<file path="config.mk">
export PLATFORM = sky130hd
export DESIGN_NAME = axis2buffer_flat
export DESIGN_NICKNAME = d
export VERILOG_FILES = /design/src/rtl/axis2buffer_pkg.sv /design/src/rtl/axis2buffer_if.sv /design/src/rtl/axis2buffer_sat_counter.sv /design/src/rtl/axis2buffer.sv /design/src/flat_wrapper.sv
export SDC_FILE = /design/constraint.sdc
export NUM_CORES = 1
export LEC_CHECK = 0
export CAP_MARGIN = 20
export CORE_MARGIN = 10
export CORE_UTILIZATION = 30
export CTS_CLUSTER_SIZE = 28
export DETAILED_ROUTE_END_ITERATION = 10
export PLACE_DENSITY = 0.62
export RECOVER_POWER = 25
export SYNTH_ARGS = -nofsm -noshare
export SYNTH_HDL_FRONTEND = slang
export SYNTH_SLANG_ARGS = --single-unit
</file>
<file path="constraint.sdc">
create_clock -name clk -period 4.3 [get_ports clk]
set_input_delay 0.645 -clock clk [delete_from_list [all_inputs] [get_ports clk]]
set_output_delay 0.645 -clock clk [all_outputs]
set_load 0.1 [all_outputs]
</file>
<file path="src/rtl/axis2buffer_pkg.sv">
// Shared definitions for the AXIS-to-row ingress converter: FSM encoding, counter widths
// and the error-weight helper.
package axis2buffer_pkg;

    typedef enum logic {
        ST_FILL = 1'b0,
        ST_EMIT = 1'b1
    } state_t;

    localparam int ERR_CNT_W  = 16;
    localparam int ROW_CNT_W  = 32;
    localparam int BEAT_CNT_W = 8;

    // Number of error events raised by one beat (0, 1 or 2).
    function automatic logic [1:0] err_weight(input logic colour_err, input logic frame_err);
        return {1'b0, colour_err} + {1'b0, frame_err};
    endfunction

endpackage

</file>
<file path="src/rtl/axis2buffer_if.sv">
// Pixel stream in, packed row out: the two handshakes of the ingress converter.
interface axis2buffer_if #(
    parameter int DWIDTH = 32,
    parameter int WIDTH  = 8
);
    logic [DWIDTH-1:0] S_AXIS_TDATA;
    logic              S_AXIS_TVALID;
    logic              S_AXIS_TREADY;
    logic              S_AXIS_TLAST;
    logic [3:0]        S_AXIS_TKEEP;
    logic [3:0]        S_AXIS_TSTRB;
    logic [WIDTH-1:0]  out_data;
    logic              out_valid;
    logic              out_ready;

    modport slave (
        input  S_AXIS_TDATA, S_AXIS_TVALID, S_AXIS_TLAST, S_AXIS_TKEEP, S_AXIS_TSTRB, out_ready,
        output S_AXIS_TREADY, out_data, out_valid
    );

    modport master (
        output S_AXIS_TDATA, S_AXIS_TVALID, S_AXIS_TLAST, S_AXIS_TKEEP, S_AXIS_TSTRB, out_ready,
        input  S_AXIS_TREADY, out_data, out_valid
    );
endinterface

</file>
<file path="src/rtl/axis2buffer_sat_counter.sv">
// Up-counter that adds 0, 1 or 2 per cycle and sticks at its all-ones maximum.
module sat_counter #(
    parameter int W = 16
) (
    input  logic         clk,
    input  logic         rstn,
    input  logic [1:0]   inc,
    output logic [W-1:0] count
);
    logic [W:0]   sum_s;
    logic [W-1:0] count_r;

    // Widened sum so an overflow is visible in the top bit.
    always_comb begin
        sum_s = {1'b0, count_r} + {{(W-1){1'b0}}, inc};
    end

    // Count register, clamped at its maximum.
    always_ff @(posedge clk or negedge rstn) begin
        if (!rstn) begin
            count_r <= {W{1'b0}};
        end else if (sum_s[W]) begin
            count_r <= {W{1'b1}};
        end else begin
            count_r <= sum_s[W-1:0];
        end
    end

    assign count = count_r;
endmodule

</file>
<file path="src/rtl/axis2buffer.sv">
// AXI4-Stream slave that classifies each pixel colour as alive/dead and packs WIDTH beats
// (LSB first) into one row for the Game-of-Life core.
module axis2buffer
    import axis2buffer_pkg::*;
#(
    parameter int DWIDTH = 32,
    parameter int WIDTH  = 8
) (
    input  logic                  clk,
    input  logic                  rstn,
    input  logic [DWIDTH-1:0]     alive_color,
    input  logic [DWIDTH-1:0]     dead_color,
    axis2buffer_if.slave          bus,
    output logic [ROW_CNT_W-1:0]  num_rows,
    output logic [ERR_CNT_W-1:0]  num_errors,
    output logic [BEAT_CNT_W-1:0] counter
);
    state_t                state_r, state_next_s;
    logic [BEAT_CNT_W-1:0] counter_r, counter_next_s;
    logic [WIDTH-1:0]      row_r, row_next_s;
    logic [ROW_CNT_W-1:0]  rows_r;
    logic                  ready_r;
    logic                  beat_s, handoff_s, alive_s, colour_err_s, frame_err_s, last_cell_s;
    logic [1:0]            err_inc_s;
    logic                  unused_side_s;

    // Beat decode: handshakes, colour classification and framing checks.
    always_comb begin
        beat_s       = bus.S_AXIS_TVALID & ready_r;
        handoff_s    = (state_r == ST_EMIT) & bus.out_ready;
        alive_s      = (bus.S_AXIS_TDATA == alive_color);
        colour_err_s = !alive_s && (bus.S_AXIS_TDATA != dead_color);
        last_cell_s  = (counter_r == BEAT_CNT_W'(WIDTH - 1));
        frame_err_s  = last_cell_s ? !bus.S_AXIS_TLAST : bus.S_AXIS_TLAST;
        err_inc_s    = beat_s ? err_weight(colour_err_s, frame_err_s) : 2'd0;
    end

    // Next state, beat index and row contents.
    always_comb begin
        state_next_s   = state_r;
        counter_next_s = counter_r;
        row_next_s     = row_r;
        case (state_r)
            ST_FILL: begin
                if (beat_s) begin
                    // A short row clears every cell above the last received pixel.
                    for (int i = 0; i < WIDTH; i++) begin
                        if (i == int'(counter_r)) begin
                            row_next_s[i] = alive_s;
                        end else if (bus.S_AXIS_TLAST && (i > int'(counter_r))) begin
                            row_next_s[i] = 1'b0;
                        end else begin
                            row_next_s[i] = row_r[i];
                        end
                    end
                    if (last_cell_s || bus.S_AXIS_TLAST) begin
                        state_next_s   = ST_EMIT;
                        counter_next_s = {BEAT_CNT_W{1'b0}};
                    end else begin
                        counter_next_s = counter_r + BEAT_CNT_W'(1);
                    end
                end else begin
                    state_next_s = ST_FILL;
                end
            end
            ST_EMIT: begin
                if (handoff_s) begin
                    state_next_s = ST_FILL;
                    row_next_s   = {WIDTH{1'b0}};
                end else begin
                    state_next_s = ST_EMIT;
                end
            end
            default: begin
                state_next_s   = ST_FILL;
                counter_next_s = {BEAT_CNT_W{1'b0}};
                row_next_s     = {WIDTH{1'b0}};
            end
        endcase
    end

    // State, row and handoff-count registers; ready is held low throughout reset.
    always_ff @(posedge clk or negedge rstn) begin
        if (!rstn) begin
            state_r   <= ST_FILL;
            counter_r <= {BEAT_CNT_W{1'b0}};
            row_r     <= {WIDTH{1'b0}};
            rows_r    <= {ROW_CNT_W{1'b0}};
            ready_r   <= 1'b0;
        end else begin
            state_r   <= state_next_s;
            counter_r <= counter_next_s;
            row_r     <= row_next_s;
            ready_r   <= (state_next_s == ST_FILL);
            if (handoff_s) begin
                rows_r <= rows_r + ROW_CNT_W'(1);
            end else begin
                rows_r <= rows_r;
            end
        end
    end

    sat_counter #(.W(ERR_CNT_W)) u_err_cnt (
        .clk   (clk),
        .rstn  (rstn),
        .inc   (err_inc_s),
        .count (num_errors)
    );

    // Byte qualifiers carry no meaning for single-colour beats.
    assign unused_side_s     = ^{bus.S_AXIS_TKEEP, bus.S_AXIS_TSTRB};

    assign bus.S_AXIS_TREADY = ready_r;
    assign bus.out_valid     = (state_r == ST_EMIT);
    assign bus.out_data      = row_r;
    assign num_rows          = rows_r;
    assign counter           = counter_r;
endmodule

</file>
<file path="src/flat_wrapper.sv">
// flat-port wrapper written by rule: the top's interface ports become plain ports
module axis2buffer_flat import axis2buffer_pkg::*;
#(
    parameter int DWIDTH = 32,
    parameter int WIDTH  = 8
)
  (clk, rstn, alive_color, dead_color, num_rows, num_errors, counter, bus_S_AXIS_TDATA, bus_S_AXIS_TVALID, bus_S_AXIS_TLAST, bus_S_AXIS_TKEEP, bus_S_AXIS_TSTRB, bus_out_ready, bus_S_AXIS_TREADY, bus_out_data, bus_out_valid);
  axis2buffer_if #(.DWIDTH(DWIDTH), .WIDTH(WIDTH)) bus_i ();
  input  logic clk;
  input  logic rstn;
  input  logic [DWIDTH-1:0] alive_color;
  input  logic [DWIDTH-1:0] dead_color;
  output logic [ROW_CNT_W-1:0] num_rows;
  output logic [ERR_CNT_W-1:0] num_errors;
  output logic [BEAT_CNT_W-1:0] counter;
  input wire logic [$bits(bus_i.S_AXIS_TDATA)-1:0] bus_S_AXIS_TDATA;
  input wire logic [$bits(bus_i.S_AXIS_TVALID)-1:0] bus_S_AXIS_TVALID;
  input wire logic [$bits(bus_i.S_AXIS_TLAST)-1:0] bus_S_AXIS_TLAST;
  input wire logic [$bits(bus_i.S_AXIS_TKEEP)-1:0] bus_S_AXIS_TKEEP;
  input wire logic [$bits(bus_i.S_AXIS_TSTRB)-1:0] bus_S_AXIS_TSTRB;
  input wire logic [$bits(bus_i.out_ready)-1:0] bus_out_ready;
  output wire logic [$bits(bus_i.S_AXIS_TREADY)-1:0] bus_S_AXIS_TREADY;
  output wire logic [$bits(bus_i.out_data)-1:0] bus_out_data;
  output wire logic [$bits(bus_i.out_valid)-1:0] bus_out_valid;
  assign bus_i.S_AXIS_TDATA = bus_S_AXIS_TDATA;
  assign bus_i.S_AXIS_TVALID = bus_S_AXIS_TVALID;
  assign bus_i.S_AXIS_TLAST = bus_S_AXIS_TLAST;
  assign bus_i.S_AXIS_TKEEP = bus_S_AXIS_TKEEP;
  assign bus_i.S_AXIS_TSTRB = bus_S_AXIS_TSTRB;
  assign bus_i.out_ready = bus_out_ready;
  assign bus_S_AXIS_TREADY = bus_i.S_AXIS_TREADY;
  assign bus_out_data = bus_i.out_data;
  assign bus_out_valid = bus_i.out_valid;
  axis2buffer #(.DWIDTH(DWIDTH), .WIDTH(WIDTH)) u_core (.clk(clk), .rstn(rstn), .alive_color(alive_color), .dead_color(dead_color), .bus(bus_i), .num_rows(num_rows), .num_errors(num_errors), .counter(counter));
endmodule
</file>
==> summary.md <==
| Metric | Value |
|---|---|
| Run status | `finished with violations` |
| Failing checks | `max-capacitance violations, max-slew violations` |
| Met1 Wirelength | `4.80 mm` |
| Synth warnings | `0` |
| Reg clk slew, reported paths | `0.06 ns` |
| Ratio of cells with drive above 1 in the final layout | `5.85%` |
| Number of port buffers | `166` |
| Fin crit period | `3.77 ns` |
| Vias per cell | `4.73` |
| Critical path data required time | `4.57 ns` |
| Unrepaired setup endpoints after global routing | `false` |
| Worst vdd ir | `215 uV` |
| Distinct cells, synth | `42` |
| Final setup violation count | `0` |
| Max cap viols | `1` |
| Commonest non-fill, non-tap cells in the layout | `clkdlybuf4s50_1, xnor2_1, dfrtp_1, nand2_1, nand4_1` |
| Avg Inst Size Synth | `9.79 sq um` |
| Period utilization | `87.7%` |
| Vias | `3562` |
| Critical Path End Type | `flip-flop` |
| Total length of routed met3 wires | `1.43 mm` |
| Synth Area in Adders | `3.41%` |
| # diodes | `0` |
| Synth area leaders | `dfrtp_1, xnor2_1, nand2_1, nand4_1, xor2_1` |
| Routed wire length | `12.4 mm` |
| Post-CTS Resized | `0` |
| Post-route setup slack | `0.529 ns` |
| GPL Wtd Cong | `0.816` |
| # IOs | `175` |
| Gr usage total | `13.9%` |
| Post-synthesis simple-gate area fraction | `20.5%` |
| Fin cells | `753` |
| Antenna viol nets, final | `0` |
| Die X | `134 um` |
| Pre-CTS setup slack | `0.0801 ns` |
| Worst r2r dst | `u_core.u_err_cnt.count[1]` |
| Layout area overhead | `57.0%` |
| Remaining DRCs | `0` |
| Clock Latency Late Sink | `0.33 ns` |
| Hold path start | `u_core.num_rows[31]` |
| Hold Buf Count CTS | `0` |
| Final Power | `2.58 mW` |
| Slew headroom | `-51.6%` |
| CTS Buf Count | `9` |
| Sum Neg Setup Slack | `0 ns` |
| Clock Tree Root | `clkbuf_16` |
| H-tree depth | `3` |
| DIE AREA | `17900 sq um` |
| Final Slew Violations | `44` |
| 1st-pass router iterations | `4` |
| Critical Setup Path Class | `in2reg` |
| Post-synth ARST share | `100%` |
| Arr. time, crit path | `4.04 ns` |
| Vias in the first global route | `3962` |
| Placed Instances | `738` |
| Post-Synthesis Cell Area | `3880 sq um` |
| Worst r2r src | `u_core.counter[3]` |
| Worst slew pin tran | `2.27 ns` |
| Clock Power Share | `29.7%` |
| Starting DRT DRC Count | `156` |
| Combinational Power Share | `39.8%` |
| CTS tree | `built` |
| GRT overflow | `0` |
| Post-Synth XOR/XNOR Area | `23.7%` |
| Switching share of power | `41.4%` |
| Register area share after synthesis | `42.5%` |
| Top FF cell, synth | `dfrtp_1` |
| Worst reg-to-reg setup slack | `0.64 ns` |
| Leading area contributor after synthesis | `dfrtp_1` |
| Hold Vio Cnt, Final | `0` |
| CP Max Fanout | `8` |
| Commonest non-fill, non-tap cell in the layout | `clkdlybuf4s50_1` |
| Final Skew | `0.00689 ns` |
| WHS | `0.481 ns` |
| #FFs+latches synth | `66` |
| Metal2 WL | `6.00 mm` |
| Post-synth EDFFs | `0` |
| Hold Path Class | `reg2reg` |
| Avg WL per Cell | `16.5 um` |
| Power Internal | `1.51 mW` |
| Sequential share of power | `30.5%` |
| Initial antenna violation count | `0` |
| Critical path startpoint category | `input pin` |
| Layout Nets | `696` |
| Largest family of logic cells by synthesized area | `XOR/XNOR gates` |
| Compound-cell area share of the yosys netlist | `7.12%` |
| Die Height | `134 um` |
| Fmax | `265 MHz` |
| Initial Util | `30.7%` |
| Total net switching power | `1.07 mW` |
| CORE AREA | `12700 sq um` |
| First-pass GRT wire length | `20.1 mm` |
| Sink Count | `66` |
| Final HPWL from detailed placement | `10.4 mm` |
| Setup bufs post-CTS | `0` |
| Number of core rows | `41` |
| Multiplexer share of the synthesized area | `1.10%` |
| Top Metal Used | `met4` |
| Post-Synthesis Cells | `397` |
| Pin count of the biggest net entering global routing | `44` |
| Cell area power density | `424 nW/um^2` |
| Hold Path Sink | `u_core.num_rows[31]` |
| Reg2Reg Depth | `13` |
| Post-synth net total | `516` |
| Hold depth | `1` |
| Yosys top cell area share | `42.5%` |
| Clock Path Buffers | `2` |
| P_leak | `2.46 nW` |
[per-stage QoR]
stage | instance area (sq um) | utilization, %
floorplan | 3880 | -
global placement | 5800 | 45.7
detailed placement | 5800 | 45.7
CTS | 6100 | 48.2
global route | 6100 | 48.1
finish | 6100 | 48.1
[state kept, by name (all words and copies together), names as in the netlist]
signal	cells
u_core.bus.S_AXIS_TREADY	1
u_core.bus.out_data	8
u_core.bus.out_valid	1
u_core.counter	8
u_core.num_rows	32
u_core.u_err_cnt.count	16
[cells in the mapped netlist, types with 3 or more instances]
| cell | count |
|---|---|
| a21o_1 | 3 |
| and3_1 | 9 |
| o21ai_0 | 15 |
| xor2_1 | 14 |
| nor3b_1 | 3 |
| nor3_1 | 4 |
| nand4_1 | 26 |
| nor2b_1 | 3 |
| o211ai_1 | 3 |
| nand3_1 | 21 |
| inv_1 | 12 |
| nand2_1 | 46 |
| o31ai_1 | 8 |
| nand2b_1 | 3 |
| dfrtp_1 | 66 |
| xnor2_1 | 91 |
| nor2_1 | 14 |
| a21oi_1 | 7 |
| clkbuf_1 | 4 |
| ha_1 | 9 |
| nor4_1 | 5 |
[cell type report]
cell class	instances	area (sq um)
well taps	172	215
flip-flops and latches	66	1650
clock buffers	9	225
repair buffers	174	1710
inverters	12	45.0
fillers	1207	6570
clock inverters	6	82.6
multi-input cells	314	2170
[power groups by stage]
stage / Sequential (mW) / Combinational [mW] / Clock [mW]
detailed placement: 0.802 / 1.04 / 0
global route: 0.804 / 1.09 / 0.812
CTS: 0.792 / 1.04 / 0.783
global placement: 0.800 / 1.03 / 0
finish: 0.789 / 1.03 / 0.767
floorplan: 1.25 / 0.237 / 0
[layer usage]
layer  GRT usage (%)  vias up
met5               0        -
met4            4.96        0
met3            6.98       10
met2            24.1      147
met1            14.0     1655
li1                -     1750
[how the worst max path moves through the flow]
| stage | start | to | slack [ns] | depth (start not counted) |
|---|---|---|---|---|
| CTS | bus_S_AXIS_TDATA[24] | u_core.u_err_cnt.count[1] | 0.43 | 16 |
| floorplan | u_core.counter[2] | u_core.u_err_cnt.count[13] | 0.03 | 14 |
| finish | bus_S_AXIS_TDATA[24] | u_core.u_err_cnt.count[1] | 0.53 | 16 |
| global placement | bus_S_AXIS_TDATA[24] | u_core.u_err_cnt.count[6] | 0.15 | 16 |
| global route | bus_S_AXIS_TDATA[26] | u_core.u_err_cnt.count[6] | 0.12 | 17 |
| detailed placement | bus_S_AXIS_TDATA[24] | u_core.u_err_cnt.count[15] | 0.08 | 14 |
[cells by family after synthesis]
| family | Yosys count |
|---|---|
| compound gates | 44 |
| xor+xnor | 105 |
| fa+ha+maj | 10 |
| buf+inv | 17 |
| flops | 66 |
| mux | 4 |
| simple gates | 151 |
[worst max-delay path, stage by stage]
cell,delay (ns)
clkdlybuf4s50_1,0.49
xnor2_1,0.33
nand4_1,0.13
nor4_1,0.28
nand2_1,0.10
a21boi_0,0.15
ha_1,0.29
and3_1,0.15
ha_1,0.17
inv_1,0.06
fa_1,0.39
nor3b_1,0.29
and2_1,0.20
nand4_1,0.12
buf_4,0.19
nand2_1,0.07
(Power assumes the default switching activity.)
